## src/rtl/bcd_to_bin_seq.sv

```systemverilog
// bcd_to_bin_seq: converts two BCD digits (00..99) to a 7-bit binary value
// using the shift-right / subtract-3 (reverse double-dabble) method, one
// result bit per clock, with a start/ready/done_tick handshake.
module bcd_to_bin_seq (
    input  logic       clk,
    input  logic       reset,
    input  logic       start,
    input  logic [3:0] bcd1,
    input  logic [3:0] bcd0,
    output logic       ready,
    output logic       done_tick,
    output logic [6:0] bin
);

    typedef enum logic [1:0] {
        IDLE = 2'd0,
        OP   = 2'd1,
        DONE = 2'd2
    } state_t;

    state_t      state_q, state_d;
    logic [3:0]  b1_q, b1_d;
    logic [3:0]  b0_q, b0_d;
    logic [6:0]  bin_q, bin_d;
    logic [2:0]  n_q, n_d;
    logic [14:0] shifted;

    // A digit that reads 8 or more after the right shift held an odd tens
    // weight from the digit above; subtracting 3 restores a valid BCD digit.
    function automatic logic [3:0] dabble_fix(input logic [3:0] d);
        return (d >= 4'd8) ? (d - 4'd3) : d;
    endfunction

    // State and datapath registers, all cleared by the synchronous reset.
    always_ff @(posedge clk) begin
        if (reset) begin
            state_q <= IDLE;
            b1_q    <= 4'd0;
            b0_q    <= 4'd0;
            bin_q   <= 7'd0;
            n_q     <= 3'd0;
        end else begin
            state_q <= state_d;
            b1_q    <= b1_d;
            b0_q    <= b0_d;
            bin_q   <= bin_d;
            n_q     <= n_d;
        end
    end

    // Next-state, datapath update and handshake outputs.
    always_comb begin
        state_d   = state_q;
        b1_d      = b1_q;
        b0_d      = b0_q;
        bin_d     = bin_q;
        n_d       = n_q;
        ready     = 1'b0;
        done_tick = 1'b0;
        // Whole 15-bit {b1,b0,bin} shifted right, zero entering at the top.
        shifted   = {1'b0, b1_q, b0_q, bin_q[6:1]};

        case (state_q)
            IDLE: begin
                ready = 1'b1;
                if (start) begin
                    b1_d    = bcd1;
                    b0_d    = bcd0;
                    bin_d   = 7'd0;
                    n_d     = 3'd7;
                    state_d = OP;
                end
            end
            OP: begin
                b1_d  = dabble_fix(shifted[14:11]);
                b0_d  = dabble_fix(shifted[10:7]);
                bin_d = shifted[6:0];
                n_d   = n_q - 3'd1;
                // n==1 means this cycle writes the seventh and final shift.
                if (n_q == 3'd1) begin
                    state_d = DONE;
                end
            end
            DONE: begin
                done_tick = 1'b1;
                state_d   = IDLE;
            end
            default: begin
                state_d = IDLE;
            end
        endcase
    end

    assign bin = bin_q;

endmodule

```

## config.mk

```make
export PLATFORM = sky130hd
export DESIGN_NAME = bcd_to_bin_seq
export DESIGN_NICKNAME = d
export VERILOG_FILES = /design/src/rtl/bcd_to_bin_seq.sv
export SDC_FILE = /design/constraint.sdc
export NUM_CORES = 1
export LEC_CHECK = 0
export ABC_AREA = 1
export CAP_MARGIN = 5
export CORE_ASPECT_RATIO = 0.7
export CORE_MARGIN = 2
export CORE_UTILIZATION = 40
export DETAILED_ROUTE_END_ITERATION = 10
export SYNTH_ARGS = -nofsm -noshare
export SYNTH_HDL_FRONTEND = slang
export SYNTH_SLANG_ARGS = --single-unit
```

## constraint.sdc

```tcl
create_clock -name clk -period 2.6 [get_ports clk]
set_input_delay 0.39 -clock clk [delete_from_list [all_inputs] [get_ports clk]]
set_output_delay 0.39 -clock clk [all_outputs]
set_load 0.01 [all_outputs]
```

; ---- Yosys cells after proc, flatten, opt, wreduce, memory -nomap -nowiden
; Cells that the tools add are included.
[op_classes]
add_sub_neg = 2
magnitude_cmp = 1
n_eq_ne = 5
n_mux = 14
reduce_logical = 4
[ops]
columns = op, count
row1 = one-hot mux 4 bit (2 select lines), 2
row2 = one-hot mux 7 bit (2 select lines), 1
row3 = two-way mux 4 bit, 3
row4 = two-way mux 7 bit, 1
row5 = one-hot mux 3 bit (2 select lines), 1
row6 = "greater-or-equal comparator 4 bit, second input constant", 1
row7 = two-way mux 2 bit, 2
row8 = "inequality test 2 bit, second input constant", 2
row9 = one-hot mux 2 bit (2 select lines), 1
row10 = AND reduction 2 bit, 2
row11 = "subtractor 4 x 2 -> 4 bit, second input constant", 1
row12 = "== test 3 x 1 -> 1 bit, second input constant", 1
row13 = two-way mux 3 bit, 1
row14 = "subtractor 3 x 1 -> 3 bit, second input constant", 1
row15 = "== test 2 x 1 -> 1 bit, second input constant", 1
row16 = "== test 2 bit, second input constant", 1
row17 = zero test 2 bit, 1
row18 = two-way mux 1 bit, 2
row19 = nonzero test 2 bit, 1
[totals]
regBits = 20

; ---- Longest topological paths before layout
; Gate-level depths: netlist of run 1.
[logic_depth]
word_depth = 3
ltp_mapped = 8
depth_no_buf = 8

; ---- Least setup slack after synthesis of run 1
; Ideal clock, no wire load.
[synth_path]
path_type = register to register
from = register b0_q[1]
to = register b0_q[1]
setup_ns = 0.110
arrival_ns = 1.024
required_time_ns = 2.490
path_slack_ns = 1.466
path_stages_with_launch = 9
n_path_buf = 0
path_cell_list = dfxtp_1 inv_1 ha_1 nand2_1 o21ai_0 nand2_1 nand3_1 nand2_1 inv_1
[synth_between]
elab_chain_len = 3
[synth_rtl]
columns = item, line_no
row1 = "start, declared", 23  ; logic [3:0] b0_q, b0_d;
row2 = "start signal, assigned", 39  ; b0_q <= 4'd0;
row3 = "start signal, assigned", 45  ; b0_q <= b0_d;
row4 = subtractor 4 x 2 -> 4 bit or greater-or-equal comparator 4 bit (tied branches), 31  ; return (d >= 4'd8) ? (d - 4'd3) : d;
row5 = two-way mux 4 bit (*), 31
row6 = one-hot mux 4 bit (2 select lines) (*), 63  ; case (state_q)
; Every way passes the cells marked *; elsewhere a longest branch is shown, timed or not.
; A chain may end at the register's enable or synchronous reset.

; ---- Worst setup path in the final report of run 1
[layout_path]
from = register state_q[1]
to = output port done_tick
[layout_between]
elab_chain_len = 2
[layout_rtl]
columns = item, line_no
row1 = "start, declared", 21  ; state_t state_q, state_d;
row2 = "start signal, assigned", 43  ; state_q <= state_d;
row3 = == test 2 bit, 63
row4 = two-way mux 1 bit, 63
row5 = "end, declared", 11  ; output logic done_tick,
; No other way between the ends.

==> parameters.txt, run 1 <==
Parameter                              Value

STA
  Fin. Hold Viols ... 0
  Slew at the pin closest to its max-slew limit ... 371 ps
  Final clock period utilization by the worst path ... 69.8%
  Time the worst path needs with I/O delays and setup ... 1820 ps
  Fin Setup TNS ... 0 ps
  Setup repair after global routing missed its margin ... false
  Final setup fails ... 0
  Worst-case headroom to the max-slew limit ... 75.2%
  Clock tree skew after final layout ... 4.08 ps
  Maximum clock frequency ... 551 MHz
  Max-slew violations ... 0

Drt
  DRC Markers ... 0
  WL per Instance ... 10.7 um
  Total Routed Length ... 1980 um
  Vias per cell ... 4.52
  Length of the first detailed-routing pass in iterations ... 4
  First-iteration detailed-routing DRC count ... 24
  Antenna violation net count after detailed routing ... 0
  Overall via count from detail_route ... 836

CTS
  Clock-pin slew reported for the worst setup and hold paths after clock tree synthesis ... 110 ps
  Level count of the clock H-tree ... 1
  Root buffer cell ... clkbuf_4
  Quantity of gates resized following cts ... 0
  CTS tree ... built
  Number of clock sinks ... 20
  Max Root-Sink Buffers ... 2
  Post-CTS setup buffers ... 0
  Clock latency on the worst-skew pair ... 300 ps
  Cts-stage hold buffer count ... 0
  Number of clock buffers inserted by TritonCTS ... 3

Placement
  Input/output buffers ... 19
  HPWL Detailed ... 1420 um
  Routability congestion estimate from global placement ... 0.753
  Cells after DPL ... 182

Setup path
  Worst EP arrival ... 1430 ps
  Endpoint required time on the critical path ... 2210 ps
  Logic depth of the worst register-to-register path ... 7
  Worst Path Max Fanout ... 4
  Critical path capture point type ... primary output
  Kind of critical path ... reg2out
  Launching element type of the critical path ... flip-flop

Yosys
  Post-synth top area share ... 40.0%
  Netlist area before placement ... 0.00100 sq mm
  Post-synth top area cell ... dfxtp_1
  Average instance area after synthesis ... 7.65 sq um
  Post-synthesis instance total ... 131
  Count of different cell masters after synthesis ... 22
  Synthesized Nets ... 146
  Portion of the post-synthesis area used by sequential elements ... 40.0%
  Synth warnings ... 0
  Number of synthesized register bits ... 20
  Area contributors post-synth ... dfxtp_1 (40%), nand2_1 (13%), a21oi_2 (7.0%)

Min path
  Worst Hold Class ... reg2reg
  Number of stages on the worst hold path ... 2

GRT
  Pin count of the biggest net entering global routing ... 15
  Total track usage ... 15.0%
  GRT Residual Overflow ... 0
  Wire length of the first global-routing pass ... 3270 um
  Antenna violations before repair ... 0
  Via count of the first global-routing pass ... 701

Finish
  Commonest non-fill, non-tap cells in the layout ... nand2_1 (34), dfxtp_1 (20), clkdlybuf4s50_1 (19)
  Most common library cell in the layout ignoring fill and taps ... nand2_1
  Final cell count without fillers ... 185
  Number of diodes added for antenna fixing ... 0
  Share of layout cells above drive strength 1 ... 19.2%
  Count of fill cells added during filler insertion ... 252
  Net count reported at finish ... 168
  End-of-flow core utilization ... 50.8%
  Syn-to-layout area delta ... 22.7%

Power and ir drop
  Power density of the placed cells ... 526 mW/mm^2
  Worst vdd ir ... 0.260 mV
  Cell leakage power ... 0.488 nW

Outcome
  Run status ... completed

Floorplan
  Top-Level Pins ... 20
  Floorplan row count ... 15
  Vertical die dimension ... 45.9 um
  Core area ... 0.00242 sq mm
  Initial Util ... 41.4%
  Horizontal die dimension ... 63.8 um
  Total die area ... 0.00293 sq mm

Job
  Max-cap viol count ... 0
==> cell families after synthesis <==
logic type,Yosys count,share of synthesized area (%)
AO/OA/AOI/OAI,23,14.7
flip-flops,20,39.9
adder cells (fa/ha/maj),4,4.99
AND/OR/NAND/NOR,66,31.0
buffers and inverters,18,9.36
==> power by group <==
part | total, mW | leakage, nW | internal [mW] | switching, mW
clock network | 0.148 | 0.0138 | 0.0540 | 0.0939
registers | 0.349 | 0.164 | 0.329 | 0.0201
logic | 0.150 | 0.311 | 0.0603 | 0.0898
total | 0.647 | 0.488 | 0.443 | 0.204
==> synthesized netlist by cell type <==
master,number
a211oi_1,1
a21oi_1,5
a21oi_2,8
buf_12,1
buf_6,1
clkbuf_1,1
clkinv_1,1
dfxtp_1,20
ha_1,4
inv_1,11
inv_2,2
inv_4,1
nand2_1,34
nand2_2,10
nand2_4,2
nand3_1,6
nor2_1,9
nor2_2,1
nor2_4,1
nor3_1,2
o21ai_0,9
or2_0,1
==> routing by layer <==
| metal | routed length [um] | share of wire [%] | global-route usage, % | vias to the layer above |
|---|---|---|---|---|
| met5 | 0 | 0 | 0 | - |
| met4 | 12 | 0.60 | 3.91 | 0 |
| met3 | 73 | 3.7 | 4.70 | 2 |
| met2 | 830 | 42 | 21.7 | 14 |
| met1 | 1070 | 54 | 21.4 | 366 |
| li1 | - | - | - | 454 |
==> cell type report <==
cell class / count / area (sq um) / share of cell area, %
Multi-Input combinational cell: 93 / 508 / 41.3
Sequential cell: 20 / 400 / 32.6
Timing Repair Buffer: 20 / 198 / 16.1
Inverter: 15 / 58.8 / 4.78
Tap cell: 34 / 42.5 / 3.46
Clock buffer: 3 / 22.5 / 1.83
==> final timing paths <==
check	slack, ps	endpoint	start
worst min register to register	470	b1_q[3]$_SDFFE_PP0P_	b1_q[3]$_SDFFE_PP0P_
worst min-delay path	470	b1_q[3]$_SDFFE_PP0P_	b1_q[3]$_SDFFE_PP0P_
worst max register to register	1260	b0_q[3]$_SDFFE_PP0P_	state_q[0]$_SDFFE_PP0P_
worst max-delay path	780	done_tick	state_q[1]$_SDFFE_PP0P_
==> sequential cells by signal, indices dropped and copies added, names as in the netlist <==
| register | flops |
|---|---|
| b0_q | 4 |
| n_q | 3 |
| bin | 7 |
| state_q | 2 |
| b1_q | 4 |
==> critical path, stage by stage, from the launching register on <==
cell and delay (ps):
dfxtp_1 420, inv_2 90, nor2_1 90, clkdlybuf4s50_1 530
==> metrics by stage <==
step | setup WS (ps) | instance area, sq um | power [mW] | hold slack, ps
2_1_floorplan | 1470 | 1000 | 0.468 | 431
3_3_place_gp | 969 | 1210 | 0.505 | 459
3_5_place_dp | 923 | 1210 | 0.508 | 456
4_1_cts | 757 | 1230 | 0.657 | 474
5_1_grt | 697 | 1230 | 0.690 | 489
6_report | 784 | 1230 | 0.647 | 471
Note: power is estimated with default switching activity, not from simulation.
==> run 2, diff against run 1 <==
--- a/config.mk
+++ b/config.mk
@@ -11,6 +11,7 @@
 export CORE_MARGIN = 2
 export CORE_UTILIZATION = 40
 export DETAILED_ROUTE_END_ITERATION = 10
+export PLACE_DENSITY = 0.67
 export SYNTH_ARGS = -nofsm -noshare
 export SYNTH_HDL_FRONTEND = slang
 export SYNTH_SLANG_ARGS = --single-unit
==> constraint.sdc (replaced) <==
create_clock -name clk -period 1.6 [get_ports clk]
set_input_delay 0.24 -clock clk [delete_from_list [all_inputs] [get_ports clk]]
set_output_delay 0.24 -clock clk [all_outputs]
set_load 0.01 [all_outputs]
==> parameters.txt, run 2 (same netlist as run 1, synthesis figures left out) <==
Parameter                              Value

GRT
  Total track usage ... 14.7% (-0.30 points)
  Via count of the first global-routing pass ... 752 (+7.3%)
  Pin count of the biggest net entering global routing ... 14 (-1)
  GRT Residual Overflow ... 0 (unchanged)
  Wire length of the first global-routing pass ... 3260 um (-0.43%)
  Antenna violations before repair ... 0 (unchanged)

CTS
  Number of clock sinks ... 20 (unchanged)
  Max Root-Sink Buffers ... 2 (unchanged)
  Clock-pin slew reported for the worst setup and hold paths after clock tree synthesis ... 110 ps (about the same)
  Cts-stage hold buffer count ... 0 (unchanged)
  Number of clock buffers inserted by TritonCTS ... 3 (unchanged)
  Clock latency on the worst-skew pair ... 300 ps (about the same)
  CTS tree ... built
  Root buffer cell ... clkbuf_4
  Level count of the clock H-tree ... 1 (unchanged)

STA
  Worst-case headroom to the max-slew limit ... 82.5% (+7.4 points)
  Fin Setup TNS ... 0 ps (unchanged)
  Setup repair after global routing missed its margin ... false
  Time the worst path needs with I/O delays and setup ... 1540 ps
  Fin. Hold Viols ... 0 (unchanged)
  Maximum clock frequency ... 651 MHz
  Max-slew violations ... 0 (unchanged)
  Clock tree skew after final layout ... 3.44 ps (-0.637 ps)
  Slew at the pin closest to its max-slew limit ... 261 ps (-110 ps)
  Final clock period utilization by the worst path ... 96.1%
  Final setup fails ... 0 (unchanged)
  Worst hold slack ... 470 ps (-0.778 ps)

Setup path
  Worst EP arrival ... 1300 ps (-130 ps)
  Logic depth of the worst register-to-register path ... 8 (+1)
  Launching element type of the critical path ... flip-flop
  Critical path capture point type ... primary output
  Crit. path cell count ... 2 (-1)
  Worst Path Max Fanout ... 4 (unchanged)
  CP cell instances ... nor2_1, clkdlybuf4s50_1
  Crit path buffers/inverters ... 1 (-1)
  Kind of critical path ... reg2out
  Endpoint required time on the critical path ... 1360 ps (-850 ps)
  Worst path top cell family by delay ... buffers and inverters
  Slowest cell on the critical path ... clkdlybuf4s50_1
  Crit path largest cell delay ... 530 ps (about the same)

Min path
  Worst Hold Class ... reg2reg
  Number of stages on the worst hold path ... 1 (-1)

Outcome
  Run status ... completed

Power and ir drop
  Worst vdd ir ... 0.568 mV (+120%)
  Overall power after layout ... 1.11 mW (+72%)
  Power density of the placed cells ... 886 mW/mm^2 (+68%)
  Cell leakage power ... 0.506 nW (+3.6%)

Finish
  Number of diodes added for antenna fixing ... 0 (unchanged)
  Net count reported at finish ... 169 (+0.60%)
  Count of fill cells added during filler insertion ... 227 (-9.9%)
  Most common library cell in the layout ignoring fill and taps ... nand2_1
  Sequential Area ... 403 sq um (+0.62%)
  Final cell count without fillers ... 187 (+1.1%)
  Number of flip-flops in the largest register ... 7 (unchanged)
  Syn-to-layout area delta ... 25.0%
  Commonest non-fill, non-tap cells in the layout ... nand2_1 (34), dfxtp_1 (18), clkdlybuf4s50_1 (18)
  Share of layout cells above drive strength 1 ... 21.6% (+2.4 points)
  Total area of multi-input combinational cells ... 508 sq um (unchanged)
  End-of-flow core utilization ... 51.7% (+0.93 points)

Floorplan
  Core area ... 0.00242 sq mm (unchanged)
  Initial Util ... 41.4% (unchanged)
  Top-Level Pins ... 20 (unchanged)
  Total die area ... 0.00293 sq mm (unchanged)
  Horizontal die dimension ... 63.8 um (unchanged)
  Vertical die dimension ... 45.9 um (unchanged)
  Floorplan row count ... 15 (unchanged)

Job
  Max-cap viol count ... 0 (unchanged)

Drt
  Total Routed Length ... 2050 um (+3.1%)
  Length of the first detailed-routing pass in iterations ... 4 (unchanged)
  Vias per cell ... 4.47 (-1.2%)
  Met1 Routed Length ... 1070 um (unchanged)
  Routed length on met2 ... 890 um (+7.2%)
  Routed met3 length ... 74 um (+1.4%)
  Top routing layer in use ... met4
  Overall via count from detail_route ... 835 (-0.12%)
  Antenna violation net count after detailed routing ... 0 (unchanged)
  DRC Markers ... 0 (unchanged)
  First-iteration detailed-routing DRC count ... 63 (+160%)
  WL per Instance ... 10.9 um (+2.0%)

Placement
  HPWL Detailed ... 1480 um (+4.2%)
  Routability congestion estimate from global placement ... 0.742 (-1.4%)
  Cells after DPL ... 183 (+0.55%)
  Input/output buffers ... 19 (unchanged)
-- run 2: cell types whose count changed in the layout (fill, tap and decap cells not counted), sizes merged --
cell	before	now
clkdlybuf4s50	19	18
buf	1	2
dlygate4sd2	0	1
clkbuf	3	4
-- run 2: where the power goes --
group / internal [mW] / switching, mW
Clock: 0.139 / 0.153
Combinational: 0.102 / 0.147
Sequential: 0.536 / 0.0332
Total: 0.777 / 0.333
-- run 2: per-stage QoR --
step / area [sq um] / worst slack (ps)
5_1_grt: 1250 / 15.3
4_1_cts: 1250 / 18.1
3_3_place_gp: 1210 / 197
6_report: 1250 / 63.2
2_1_floorplan: 1000 / 466
3_5_place_dp: 1210 / 168
-- run 2: timing repair --
item | CTS | global route
buffers inserted | 0 | 0
cloned | 0 | 0
endpoints found under the setup margin | 1 | 1
resized for setup | 2 | 1
-- run 2: final timing paths --
path	start	to	slack, ps
worst max-delay path	state_q[0]$_SDFFE_PP0P_	ready	60
worst min-delay path	n_q[2]$_SDFFE_PP0P_	state_q[1]$_SDFFE_PP0P_	470
worst max register to register	b0_q[1]$_SDFFE_PP0P_	b0_q[1]$_SDFFE_PP0P_	320
worst min register to register	n_q[2]$_SDFFE_PP0P_	state_q[1]$_SDFFE_PP0P_	470
-- run 2: layout make-up --
class                   count  area share, %
clock buffers               4           2.90
inverters                  15           4.70
multi-input cells          93           40.6
flip-flops and latches     20           32.2
well taps                  34           3.40
repair buffers             21           16.3
-- run 2: layer usage --
layer	track usage, %	vias to the layer above
li1	-	457
met1	19.5	363
met2	24.0	13
met3	4.46	2
met4	2.61	0
met5	0	-
-- run 2: worst register-to-register path, cell delays in order (launching register included) --
cell and delay (ps):
dfxtp_1 430, inv_1 80, ha_1 290, nand2_1 60
o21ai_0 90, nand2_1 70, nand3_1 70, nand2_1 60
inv_1 40
